$ cat src/rtl/hazard_pkg.sv
// Shared types for the pipeline hazard controller.
// Register index type, r0 constant, FSM states and the RAW match helper.
package hazard_pkg;

   typedef enum logic {
      RUN      = 1'b0,
      MEM_WAIT = 1'b1
   } state_t;

   typedef logic [4:0] reg_idx_t;

   localparam reg_idx_t REG_ZERO = 5'd0;

   // r0 is hardwired to zero, so it never carries a dependency
   function automatic logic dep_hit(
      input reg_idx_t dest,
      input reg_idx_t src
   );
      return (dest != REG_ZERO) && (dest == src);
   endfunction

endpackage

$ cat src/rtl/pipeline_hazard_ctrl_raw.sv
// Source/destination comparator for RAW hazards seen from ID.
// FORWARDING=0 widens the check to any EXE or MEM writer.
import hazard_pkg::*;

module haz_raw_detect #(
   parameter int FORWARDING = 1
) (
   input  logic [4:0] id_src1,
   input  logic [4:0] id_src2,
   input  logic       id_two_src,
   input  logic [4:0] exe_dest,
   input  logic       exe_wb_en,
   input  logic       exe_mem_r_en,
   input  logic [4:0] mem_dest,
   input  logic       mem_wb_en,
   output logic       hazard
);

   logic exe_hit;
   logic mem_hit;
   logic load_use;
   logic raw_any;

   assign exe_hit = dep_hit(exe_dest, id_src1)
                  | (id_two_src & dep_hit(exe_dest, id_src2));
   assign mem_hit = dep_hit(mem_dest, id_src1)
                  | (id_two_src & dep_hit(mem_dest, id_src2));

   assign load_use = exe_mem_r_en & exe_wb_en & exe_hit;
   assign raw_any  = (exe_wb_en & exe_hit) | (mem_wb_en & mem_hit);

   assign hazard = (FORWARDING != 0) ? load_use : (load_use | raw_any);

endmodule

$ cat src/rtl/pipeline_hazard_ctrl.sv
// Hold/flush controller: load-use stalls, branch squash, memory-wait watchdog.
// Define HAZ_PERF_CNT_EN to add stall/flush/load-use performance counters.
import hazard_pkg::*;

module pipeline_hazard_ctrl #(
   parameter int FORWARDING  = 1,
   parameter int TIMEOUT_CYC = 16
) (
   input  logic       clk,
   input  logic       rst,
   input  logic [4:0] id_src1,
   input  logic [4:0] id_src2,
   input  logic       id_two_src,
   input  logic [4:0] exe_dest,
   input  logic       exe_wb_en,
   input  logic       exe_mem_r_en,
   input  logic [4:0] mem_dest,
   input  logic       mem_wb_en,
   input  logic       br_taken,
   input  logic       mem_busy,
   output logic       pc_hold,
   output logic       ifid_hold,
   output logic       ifid_flush,
   output logic       idex_hold,
   output logic       idex_flush,
   output logic       exmem_hold,
   output logic       memwb_bubble,
   output logic       mem_timeout,
   output logic       err_sticky
`ifdef HAZ_PERF_CNT_EN
   ,
   output logic [31:0] stall_cnt,
   output logic [31:0] flush_cnt,
   output logic [31:0] lu_cnt
`endif
);

   localparam int CW = $clog2(TIMEOUT_CYC + 1);
   localparam logic [CW-1:0] TMO = CW'(TIMEOUT_CYC);

   state_t        state;
   state_t        state_nxt;
   logic [CW-1:0] cnt;
   logic [CW-1:0] cnt_nxt;
   logic          err_q;
   logic          hazard;
   logic          stall_all;
   logic          tmo_hit;
   logic          br_flush;
   logic          lu_stall;

   haz_raw_detect #(
      .FORWARDING (FORWARDING)
   ) u_raw (
      .id_src1      (id_src1),
      .id_src2      (id_src2),
      .id_two_src   (id_two_src),
      .exe_dest     (exe_dest),
      .exe_wb_en    (exe_wb_en),
      .exe_mem_r_en (exe_mem_r_en),
      .mem_dest     (mem_dest),
      .mem_wb_en    (mem_wb_en),
      .hazard       (hazard)
   );

   assign stall_all = rst & mem_busy
                    & ((state == RUN) | (cnt < TMO));
   assign tmo_hit   = rst & mem_busy
                    & (state == MEM_WAIT) & (cnt == TMO);
   assign br_flush  = rst & ~stall_all & br_taken;
   assign lu_stall  = rst & ~stall_all & ~br_taken & hazard;

   always_ff @(posedge clk) begin
      if (!rst) begin
         state <= RUN;
         cnt   <= '0;
         err_q <= 1'b0;
      end else begin
         state <= state_nxt;
         cnt   <= cnt_nxt;
         if (tmo_hit) err_q <= 1'b1;
      end
   end

   always_comb begin
      state_nxt = state;
      cnt_nxt   = cnt;
      unique case (state)
         RUN: begin
            if (mem_busy) begin
               state_nxt = MEM_WAIT;
               cnt_nxt   = CW'(1);
            end
         end
         MEM_WAIT: begin
            if (!mem_busy || cnt == TMO) begin
               state_nxt = RUN;
               cnt_nxt   = '0;
            end else begin
               cnt_nxt = cnt + CW'(1);
            end
         end
         default: begin
            state_nxt = RUN;
            cnt_nxt   = '0;
         end
      endcase
   end

   // memory stall outranks branch, branch squashes load-use
   always_comb begin
      pc_hold      = 1'b0;
      ifid_hold    = 1'b0;
      ifid_flush   = 1'b0;
      idex_hold    = 1'b0;
      idex_flush   = 1'b0;
      exmem_hold   = 1'b0;
      memwb_bubble = 1'b0;
      priority case (1'b1)
         stall_all: begin
            pc_hold      = 1'b1;
            ifid_hold    = 1'b1;
            idex_hold    = 1'b1;
            exmem_hold   = 1'b1;
            memwb_bubble = 1'b1;
         end
         br_flush: begin
            ifid_flush = 1'b1;
            idex_flush = 1'b1;
         end
         lu_stall: begin
            pc_hold    = 1'b1;
            ifid_hold  = 1'b1;
            idex_flush = 1'b1;
         end
         default: ;
      endcase
   end

   assign mem_timeout = tmo_hit;
   assign err_sticky  = rst & err_q;

`ifdef HAZ_PERF_CNT_EN
   always_ff @(posedge clk) begin
      if (!rst) begin
         stall_cnt <= '0;
         flush_cnt <= '0;
         lu_cnt    <= '0;
      end else begin
         if (pc_hold)  stall_cnt <= stall_cnt + 32'd1;
         if (br_flush) flush_cnt <= flush_cnt + 32'd1;
         if (lu_stall) lu_cnt    <= lu_cnt + 32'd1;
      end
   end
`endif

endmodule
$ cat config.mk
export PLATFORM = sky130hd
export DESIGN_NAME = pipeline_hazard_ctrl
export DESIGN_NICKNAME = d
export VERILOG_FILES = /design/src/rtl/hazard_pkg.sv /design/src/rtl/pipeline_hazard_ctrl_raw.sv /design/src/rtl/pipeline_hazard_ctrl.sv
export SDC_FILE = /design/constraint.sdc
export NUM_CORES = 1
export LEC_CHECK = 0
export CORE_MARGIN = 10
export CORE_UTILIZATION = 30
export CTS_CLUSTER_SIZE = 12
export DETAILED_ROUTE_END_ITERATION = 7
export PLACE_DENSITY = 0.79
export SLEW_MARGIN = 0
export SYNTH_ARGS = -nofsm -noshare
export SYNTH_HDL_FRONTEND = slang
export SYNTH_SLANG_ARGS = --single-unit
$ cat constraint.sdc
create_clock -name clk -period 2.2 [get_ports clk]
set_clock_uncertainty 0.2 [all_clocks]
set_input_delay 0.44 -clock clk [delete_from_list [all_inputs] [get_ports clk]]
set_output_delay 0.44 -clock clk [all_outputs]
set_load 0.1 [all_outputs]
# Word-level counts from Yosys, hierarchy flattened
# Cells that the tools add are included.
# totals
register_bits	7
out_inout_bits	9
# classes
addsub	1
magnitude_cmp	1
n_eq_ne	4
mux	14
bitwise	17
n_reduce_logical	5
# ops
cell	count
1-bit bitwise AND	12
5-bit == test	2
1-bit 2-to-1 mux	10
5-bit 2-to-1 mux	2
5-bit case mux with 2 select lines	1
5-bit by 1-bit adder with 5-bit output, second input constant	1
5-bit == test, second input constant	1
5-bit less-than comparator, second input constant	1
5-bit nonzero test	1
1-bit NOT	3
1-bit logical AND	2
2-bit inequality test, second input constant	1
1-bit bitwise OR	2
1-bit case mux with 2 select lines	1
1-bit zero test	1
1-bit logical OR	1

# Depth between registers and ports, before layout
# Gate-level depths: netlist of the first run.
# depth
depth_word	10
depth_mapped	6
depth_no_buf	6

# Hierarchy
# Synthesis of the first run repeated with hierarchy kept, for this count alone.
# hier_totals
hier_cells	70
hier_area_um2	571.8
# by_module_without_submodules
module	n_inst	cells_each	area_each_um2	seq_area_each_um2
pipeline_hazard_ctrl	1	53	437.9	140.1
haz_raw_detect	1	17	133.9	0.0

# Worst setup path before layout of the first run
# No wires, ideal clock.
# synth_timing
kind	input-to-output
from	in rst
to	out pc_hold
t_arrival_ns	3.531
required_time_ns	1.560
setup_slack_ns	-1.971
cell_stages	4
path_buffers	1
cell_sequence	nand2_1 -> a21oi_1 -> o21bai_1 -> buf_4
# synth_between
elab_chain_len	9
elab_cells_between_ends	10
classes_between	mux (3); bitwise (7)
# synth_lines
item	line	text
start, declared	pipeline_hazard_ctrl.sv:10	input logic rst,
1-bit bitwise AND	pipeline_hazard_ctrl.sv:66	assign stall_all = rst & mem_busy
1-bit bitwise AND	pipeline_hazard_ctrl.sv:67	& ((state == RUN) | (cnt < TMO));
1-bit NOT	pipeline_hazard_ctrl.sv:70, pipeline_hazard_ctrl.sv:71	
1-bit bitwise AND	pipeline_hazard_ctrl.sv:70, pipeline_hazard_ctrl.sv:71	
1-bit bitwise AND (2 in series)	pipeline_hazard_ctrl.sv:71	assign lu_stall = rst & ~stall_all & ~br_taken & hazard;
1-bit 2-to-1 mux (2 in series)	n/a	
1-bit 2-to-1 mux *	n/a	
end, declared	pipeline_hazard_ctrl.sv:21	output logic pc_hold,
# Mark *: on every way between the ends. The rest lies on a longest branch, timed or not.

# Worst setup path after layout of the first run
# layout_timing
from	in id_src2[3]
to	out ifid_hold
# layout_between
elab_chain_len	9
# layout_lines
item	line	text
start, declared	pipeline_hazard_ctrl.sv:12	input logic [4:0] id_src2,
5-bit == test	hazard_pkg.sv:19	return (dest != REG_ZERO) && (dest == src);
1-bit logical AND	hazard_pkg.sv:19	
1-bit bitwise AND	pipeline_hazard_ctrl_raw.sv:25	| (id_two_src & dep_hit(exe_dest, id_src2));
1-bit bitwise OR	pipeline_hazard_ctrl_raw.sv:25	
1-bit bitwise AND	pipeline_hazard_ctrl_raw.sv:29	assign load_use = exe_mem_r_en & exe_wb_en & exe_hit;
1-bit bitwise AND	pipeline_hazard_ctrl.sv:71	
1-bit 2-to-1 mux (3 in series)	pipeline_hazard_ctrl.sv:119	priority case (1'b1)
end, declared	pipeline_hazard_ctrl.sv:22	output logic ifid_hold,
# No other way between the ends.

==> results of run 1 <==
## synthesized netlist by cell type
cell type / count / share of area [%]
a32oi_1: 1 / 1.6
a31oi_1: 1 / 1.2
nor2b_1: 1 / 1.2
inv_1: 2 / 1.4
or2_1: 1 / 1.2
a21boi_0: 4 / 5.6
nor4_1: 1 / 1.2
and4_4: 1 / 2.1
and2_1: 2 / 2.3
nand3b_1: 1 / 1.4
o211a_1: 1 / 1.9
and4bb_2: 1 / 2.3
nand2_1: 4 / 2.8
nor3_1: 2 / 1.9
or4_4: 1 / 2.1
buf_4: 3 / 4.2
nand4_1: 1 / 1.2
a21oi_1: 3 / 2.8
dfxtp_1: 7 / 26
xnor2_1: 1 / 1.6
xor2_1: 9 / 15
ha_1: 2 / 4.6
nand3_1: 2 / 1.9
a22oi_1: 1 / 1.4
o21ai_0: 3 / 2.8
nor2_1: 6 / 4.2
o211ai_2: 1 / 2.3
o21bai_1: 2 / 2.8
## repair_timing
| item | 4_1_cts | 5_1_grt |
|---|---|---|
| buffers inserted | 0 | 1 |
| gates cloned | 0 | 0 |
| pin swaps | 14 | 8 |
| gates resized for setup | 51 | 11 |
| endpoints found under the setup margin | 8 | 4 |
## cell families (layout without fill, tap and decap cells)
kind of cell    Yosys count  in the layout  synth area share, %
simple gates             24             24                 25.5
compound gates           17             17                 22.2
xor+xnor                 10             10                 16.2
flops                     7              7                 25.9
buf+inv                   5             46                 5.56
fa+ha+maj                 2              2                 4.63
## through the flow
step / setup slack, ns / hold WS, ns / TNS (ns) / instances
after global placement: -0.456 / 0.295 / -1.77 / 126
after floorplan: -0.333 / 0.278 / -0.729 / 65
after CTS: -0.113 / 0.318 / -0.335 / 130
final: -0.0814 / 0.318 / -0.237 / 131
after global routing: -0.141 / 0.372 / -0.391 / 131
after detailed placement: -0.603 / 0.307 / -2.32 / 126
## area by class of cell
type                       instances  area (sq um)  area share [%]
tap                               25          31.3            2.79
inverter                           2          7.51           0.669
multi-input combinational         53           464            41.4
clock buffer                       4          26.3            2.34
timing repair buffer              40           448            39.9
sequential                         7           145            12.9
## sequential cells by signal, summed over array words and instances (netlist names)
name / cells
cnt: 5
state: 1
err_q: 1
## layout by cell type, fill, tap and decap left out, types with 3 or more instances in the layout
cell type	instances
a21boi_0	3
buf_12	9
buf_2	4
buf_4	9
buf_6	5
clkbuf_4	3
clkdlybuf4s50_1	4
dfxtp_1	5
dlygate4sd2_1	7
nand2_1	3
nor2_1	5
o21ai_0	3
xor2_1	7
## worst max path at each step
stage                      endpoint  slack (ns)        start  depth (start not counted)
after floorplan             pc_hold       -0.33  exe_dest[3]                          5
after CTS                 ifid_hold       -0.11   id_src2[2]                          6
final                     ifid_hold       -0.08   id_src2[3]                          6
after global placement      pc_hold       -0.46  exe_dest[3]                          6
after detailed placement  ifid_hold       -0.60  exe_dest[3]                          6
after global routing        pc_hold       -0.14   id_src2[3]                          6
## critical path, stage by stage
cell and delay, ns:
buf_6 0.09, xor2_2 0.16, nor4_2 0.30, a32oi_2 0.20
o21bai_4 0.24, buf_12 0.20
## layer usage
metal,vias up,GRT usage [%]
met4,0,3.35
met5,-,0
met1,306,11.9
met2,32,17.3
li1,310,-
met3,2,2.51
## power breakdown
group	internal, mW	leakage (nW)	total (mW)	switching [mW]
Clock	0.0697	0.0150	0.124	0.0539
Sequential	0.130	0.0580	0.133	0.00352
Combinational	0.0830	0.413	0.182	0.0987
==> run metrics, run 1 <==
total iterations of the first detailed-routing run=4; antenna violations before repair=0; PD cells=391 mW/mm^2; Overflow after GRT=0; sequential fraction of the synthesis area=25.9%; failing checks=setup timing; worst slew pin tran=0.285 ns; total CTS buffers=3; crit share post-route=104%; Final Hold Fails=0; TritonCTS Sinks=7; H-tree depth=1; Clock Latency Late Sink=0.26 ns; met3 wire len=127 um; WHS Endpoint=cnt[3]; first-pass GRT wire length=3.22 mm; metal1 wirelength=897 um; cells on worst reg2reg path=6; YS warnings=0; CORE AREA=0.00173 sq mm; worst-case clock buffer depth=2; fillcell total=141; Worst R2R End=cnt[4]; root buf cell=clkbuf_4; Die Ht=62.4 um; CTS tree=yes; die area=0.00390 sq mm; I/O pin cnt=37; CP Class=input pin to output port; worst r2r src=cnt[0]; Max-Cap Viols=0; Synth cell types=28; # port buffers=30; Setup crit start kind=input pin; Synth Register Bits=7; Worst EP required=1.56 ns; Routed Wire Length=1.98 mm; crit path DAT=1.64 ns; DRT iter0 DRCs=21; setup repair after global routing missed its margin=yes; Synth Instances=65; maximum VDD drop=307 uV; placed inst area=0.00103 sq mm; flop-to-flop setup slack=0.55 ns; Post-Syn Area per Cell=8.32 sq um; Hold Crit Class=flop to flop; Max Fanout on Critical Path=2; highest routing layer actually used=met4; Hold Crit Start=cnt[3]; All-Layer GR Usage=10.1%; largest net degree at the start of global routing=9; post-route ant nets=0; critical path endpoint category=output port; status=finished with violations; total power=438 uW; max_slew headroom=80.9%; Layout Utilization=65.0%; fmax=438 MHz; final instance area=0.00112 sq mm; met2 WL=934 um; NumNets Final=137; layout cells sized above 1=46.2%; Setup WS post-layout=-0.0814 ns; Clk pin slew, worst setup/hold paths=0.06 ns; die width=62.4 um; area grow syn2layout=108%; DP Wirelength=1.62 mm; cts hold-fix bufs=0; number of diodes=0; vias in the first global route=669; Worst Hold Depth=2; Mapped Nets=95; RePlAce Congestion=0.782; Rows=15; drc violations=0; Final Max Slew Viols=0; DR vias=650; Leak=0.486 nW; Tmin final=2.28 ns; Wirelength per Cell=15.1 um; Final Setup Violations=3; Synth Cell Area=541 sq um; Starting Density=31.3%; Vias/cell=4.96
No activity file was read; power rests on OpenSTA's default activity.
==> run 2, diff against run 1 <==
--- a/config.mk
+++ b/config.mk
@@ -7,7 +7,7 @@
 export LEC_CHECK = 0
 export CORE_MARGIN = 10
 export CORE_UTILIZATION = 30
-export CTS_CLUSTER_SIZE = 12
+export CTS_CLUSTER_SIZE = 25
 export DETAILED_ROUTE_END_ITERATION = 7
 export PLACE_DENSITY = 0.79
 export SLEW_MARGIN = 0
==> results of run 2 <==
The final DEF is identical to that of run 1; final timing and power are the same.
==> run 3, diff against run 2 <==
--- a/config.mk
+++ b/config.mk
@@ -10,7 +10,7 @@
 export CTS_CLUSTER_SIZE = 25
 export DETAILED_ROUTE_END_ITERATION = 7
 export PLACE_DENSITY = 0.79
-export SLEW_MARGIN = 0
+export SLEW_MARGIN = 25
 export SYNTH_ARGS = -nofsm -noshare
 export SYNTH_HDL_FRONTEND = slang
 export SYNTH_SLANG_ARGS = --single-unit
==> results of run 3 <==
The final DEF is identical to that of run 1; final timing and power are the same.
